## config.mk

```make
export PLATFORM = sky130hd
export DESIGN_NAME = conv_encoder
export DESIGN_NICKNAME = d
export VERILOG_FILES = /design/src/rtl/conv_encoder.sv
export SDC_FILE = /design/constraint.sdc
export NUM_CORES = 1
export LEC_CHECK = 0
export ABC_AREA = 1
export BUFFER_PORTS_ARGS = -buffer_cell sky130_fd_sc_hd__buf_2
export CAP_MARGIN = 20
export CELL_PAD_IN_SITES_DETAIL_PLACEMENT = 0
export CELL_PAD_IN_SITES_GLOBAL_PLACEMENT = 1
export CORE_MARGIN = 1
export CORE_UTILIZATION = 39
export CTS_CLUSTER_SIZE = 12
export DETAILED_ROUTE_END_ITERATION = 10
export PLACE_DENSITY = 0.84
export SLEW_MARGIN = 10
export SYNTH_ARGS = -nofsm -noshare
export SYNTH_HDL_FRONTEND = slang
export SYNTH_SLANG_ARGS = --single-unit
```

## constraint.sdc

```tcl
create_clock -name clk -period 1.65 [get_ports clk]
set_clock_uncertainty 0.15 [all_clocks]
set_input_delay 0.0825 -clock clk [delete_from_list [all_inputs] [get_ports clk]]
set_output_delay 0.0825 -clock clk [all_outputs]
set_load 0.05 [all_outputs]
```

## src/rtl/conv_encoder.sv

```systemverilog
// Rate-1/2 feed-forward convolutional encoder with zero-tail frame termination.
// One information bit in, one registered {c0,c1} codeword out, valid/ready on both sides.
module conv_encoder #(
    parameter int             K         = 3,
    parameter logic [K-1:0]   G0        = 3'b111,
    parameter logic [K-1:0]   G1        = 3'b101,
    parameter int             FRAME_LEN = 16
) (
    input  logic       clk,
    input  logic       rst,
    input  logic       in_bit,
    input  logic       in_valid,
    output logic       in_ready,
    output logic [1:0] out_bits,
    output logic       out_valid,
    input  logic       out_ready,
    output logic       out_last
);

    localparam int DCNT_W = $clog2(FRAME_LEN + 1);
    localparam int TCNT_W = $clog2(K);
    localparam logic [DCNT_W-1:0] DCNT_LAST = DCNT_W'(FRAME_LEN - 1);
    localparam logic [TCNT_W-1:0] TCNT_LAST = TCNT_W'(K - 2);

    typedef enum logic {
        S_DATA = 1'b0,
        S_TAIL = 1'b1
    } state_t;

    state_t              state_q, state_d;
    logic [K-2:0]        sr_q, sr_d;
    logic [DCNT_W-1:0]   dcnt_q, dcnt_d;
    logic [TCNT_W-1:0]   tcnt_q, tcnt_d;
    logic [1:0]          out_bits_q, out_bits_d;
    logic                out_valid_q, out_valid_d;
    logic                out_last_q, out_last_d;

    logic                win_bit;
    logic [K-1:0]        win;
    logic                c0, c1;
    logic                out_free;
    logic                in_ready_c;
    logic                load;

    // Datapath: the window is the incoming bit (forced to 0 while flushing) over the history.
    always_comb begin
        out_free   = !out_valid_q || out_ready;
        in_ready_c = (state_q == S_DATA) && out_free && !rst;
        win_bit    = (state_q == S_DATA) ? in_bit : 1'b0;
        win        = {win_bit, sr_q};
        c0         = ^(win & G0);
        c1         = ^(win & G1);
        load       = (state_q == S_DATA) ? (in_valid && in_ready_c) : out_free;
    end

    // NOTE: every target is given its hold value first so no path through this block infers a latch.
    always_comb begin
        state_d     = state_q;
        sr_d        = sr_q;
        dcnt_d      = dcnt_q;
        tcnt_d      = tcnt_q;
        out_bits_d  = out_bits_q;
        out_valid_d = out_valid_q;
        out_last_d  = out_last_q;

        if (load) begin
            out_bits_d  = {c0, c1};
            out_valid_d = 1'b1;
            sr_d        = win[K-1:1];
            out_last_d  = (state_q == S_TAIL) && (tcnt_q == TCNT_LAST);

            case (state_q)
                S_DATA: begin
                    if (dcnt_q == DCNT_LAST) begin
                        dcnt_d  = '0;
                        state_d = S_TAIL;
                    end else begin
                        dcnt_d = dcnt_q + DCNT_W'(1);
                    end
                end
                S_TAIL: begin
                    if (tcnt_q == TCNT_LAST) begin
                        tcnt_d  = '0;
                        state_d = S_DATA;
                    end else begin
                        tcnt_d = tcnt_q + TCNT_W'(1);
                    end
                end
                default: state_d = S_DATA;
            endcase
        end else if (out_valid_q && out_ready) begin
            out_valid_d = 1'b0;
            out_last_d  = 1'b0;
        end
    end

    // NOTE: state uses non-blocking assignments so every register samples pre-edge values.
    always_ff @(posedge clk) begin
        if (rst) begin
            state_q     <= S_DATA;
            sr_q        <= '0;
            dcnt_q      <= '0;
            tcnt_q      <= '0;
            out_bits_q  <= 2'b00;
            out_valid_q <= 1'b0;
            out_last_q  <= 1'b0;
        end else begin
            state_q     <= state_d;
            sr_q        <= sr_d;
            dcnt_q      <= dcnt_d;
            tcnt_q      <= tcnt_d;
            out_bits_q  <= out_bits_d;
            out_valid_q <= out_valid_d;
            out_last_q  <= out_last_d;
        end
    end

    assign in_ready  = in_ready_c;
    assign out_bits  = out_bits_q;
    assign out_valid = out_valid_q;
    assign out_last  = out_last_q;

endmodule

```

==> impl_metrics.env <==
export IMPL_outcome="complete, but fails checks"
export IMPL_violations="DRC"
export IMPL_peakVddDrop_mv=0.427
export IMPL_vias=577
export IMPL_ant_nets=0
export IMPL_drt_first_pass_iters=7
export IMPL_numPortBuffers=9
export IMPL_drive_gt1_frac=0.208
export IMPL_avgRoutedWirePerCell_um=10.5
export IMPL_worstSetupStartpointType="input port"
export IMPL_cts_sinks=14
export IMPL_muxShareOfSynthArea=0
export IMPL_period_share=0.957
export IMPL_synth_fp_nets=95
export IMPL_synth_compound_area_frac=0.110
export IMPL_start_util=0.440
export IMPL_synth_top_area_share=0.404
export IMPL_synthArstFlopShare=0
export IMPL_power_leakage_uw=0.000342
export IMPL_setup_viol=0
export IMPL_fp_dieH_um=44.2
export IMPL_grt_max_degree=11
export IMPL_fill_cells=157
export IMPL_core_um2=1580
export IMPL_ff2ff_setup_slack_ns=0.28
export IMPL_cts_buffers=3
export IMPL_synth_top_family_by_area="simple AND/OR/NAND/NOR gates"
export IMPL_grt_pass1_wl_mm=2.02
export IMPL_rsz0062_at_grt="false"
export IMPL_synthAdderAreaFrac=0.0180
export IMPL_drt_vias_per_instance=4.93
export IMPL_worst_slew_pin_slew_ns=0.256
export IMPL_clockRootBuffer="clkbuf_4"
export IMPL_slew_violations=0
export IMPL_grt_pass1_vias=515
export IMPL_p_per_area_nw_per_um2=806
export IMPL_synth_cell_types=20
export IMPL_top_level_ports=10
export IMPL_die_w_um=44.2
export IMPL_first_iter_violations=6
export IMPL_min_period_ns=1.58
export IMPL_grtUsageTotal=0.143
export IMPL_fin_setup_tns_ns=0
export IMPL_diodes=0
export IMPL_dieArea_um2=1950
export IMPL_ys_warn_count=0
export IMPL_avgSynthCellArea_um2=7.80
export IMPL_syn_area_um2=694
export IMPL_clk_latency_ns=0.27
export IMPL_synth_xor_area_share=0.0126
export IMPL_crit_required_ns=1.42
export IMPL_grt_overflow_total=0
export IMPL_final_area_um2=781
export IMPL_maxCapViolations=0
export IMPL_synth_area_leaders="dfxtp_1 (40%), nand2_1 (11%), nand3_1 (8.6%)"
export IMPL_synth_edf_count=0
export IMPL_syn2layout_area_growth_pct=12.4
export IMPL_place_area_um2=748
export IMPL_relSlewSlack=0.829
export IMPL_cts_tree="done"
export IMPL_critPathKind="in -> out"
export IMPL_path_clk_slew_ns=0.08
export IMPL_h_tree_depth=1
export IMPL_ys_seq_area_frac=0.404
export IMPL_yosys_cell_count_top_type="nand2_1"
export IMPL_gp_congestion=0.783
export IMPL_wl_mm=1.23
export IMPL_synth_area_leader_cell="dfxtp_1"
export IMPL_synth_common_cells="nand2_1 (20), dfxtp_1 (14), nand3_1 (12)"
export IMPL_hold_viol_final=0
export IMPL_place_hpwl_um=939
export IMPL_drc_errors=1
export IMPL_hold_path_class="in -> reg"
export IMPL_post_cts_buffers=0
export IMPL_netlist_instances=89
export IMPL_p_total_uw=629
export IMPL_synth_simple_area_share=0.359
export IMPL_dominantRegCellSynth="dfxtp_1"
export IMPL_antenna_found_initial=0
export IMPL_end_kind="primary output"
export IMPL_row_count=14
export IMPL_timing_fmax_mhz=634
export IMPL_cp_max_fo=10
export IMPL_ys_seq_elements=14
export IMPL_nets=109
export IMPL_cts_buffer_depth=2
export IMPL_arrival_ns=1.35
metal layers:
| metal | global-route usage | up-vias | part of all wire |
|---|---|---|---|
| met5 | 0 | - | 0 |
| met4 | 0.0909 | 0 | 0.015 |
| met3 | 0.0245 | 2 | 0.029 |
| met2 | 0.241 | 8 | 0.46 |
| met1 | 0.166 | 252 | 0.49 |
| li1 | - | 315 | - |
metrics by stage:
step                setup WS [ns]   util  instances  hold slack [ns]
finish                     0.0717  0.495        117          0.00991
global route               0.0191  0.495        117           0.0317
CTS                        0.0657  0.495        117          0.00491
detailed placement          0.307  0.475        113            0.281
global placement            0.328  0.475        113            0.277
floorplan                   0.230      -         89            0.135
layout make-up:
type                       instances  area (µm²)  share of cell area
clock buffer                       3        22.5              0.0288
sequential                        14         280               0.359
inverter                          13        56.3              0.0721
multi-input combinational         61         347               0.444
tap                               16        20.0              0.0256
timing repair buffer              10        55.1              0.0705
cell usage in the layout (no fill, tap or decap), types with 2 or more instances in the layout:
| master | count |
|---|---|
| nand4_1 | 2 |
| nand2_2 | 2 |
| a21oi_1 | 10 |
| buf_2 | 9 |
| nand2_1 | 20 |
| clkbuf_4 | 3 |
| nand3_1 | 12 |
| inv_1 | 11 |
| dfxtp_1 | 14 |
| nor2_1 | 5 |
| o21ai_0 | 2 |
kinds of logic after synthesis:
| family | count (synthesis) |
|---|---|
| compound gates | 14 |
| xor+xnor | 1 |
| fa+ha+maj | 1 |
| buf+inv | 14 |
| flops | 14 |
| simple gates | 45 |
power breakdown:
group	leakage [µW]	switching [µW]	internal, µW	total, µW
sequential	0.000114	6.99	346	353
clock	0.0000138	102	84.3	186
combinational	0.000215	62.1	28.4	90.5
total	0.000342	171	458	629
worst max-delay path, stage by stage:
cell and delay (ns):
dlygate4sd3_1 0.53, buf_2 0.21, inv_6 0.11, nand3_4 0.10, inv_1 0.06, buf_2 0.25
what timing repair did:
action / in CTS / in global routing
gates resized for setup: 0 / 0
hold buffers: 1 / 0
endpoints found under the hold margin: 2 / 0
state kept, by name, summed over array words and instances (netlist names):
name	count
dcnt_q	5
out_bits	2
sr_q	2
tcnt_q	2
out_last	1
out_valid	1
state_q	1
final timing paths:
| kind | startpoint | to | depth (start not counted) |
|---|---|---|---|
| min | out_ready | out_last$_SDFFE_PP0P_ | 4 |
| max reg2reg | dcnt_q[0]$_SDFFE_PP0P_ | dcnt_q[3]$_SDFFE_PP0P_ | 6 |
| min reg2reg | tcnt_q[1]$_SDFFE_PP0P_ | tcnt_q[1]$_SDFFE_PP0P_ | 2 |
| max | rst | in_ready | 6 |
(Power assumes the default switching activity.)
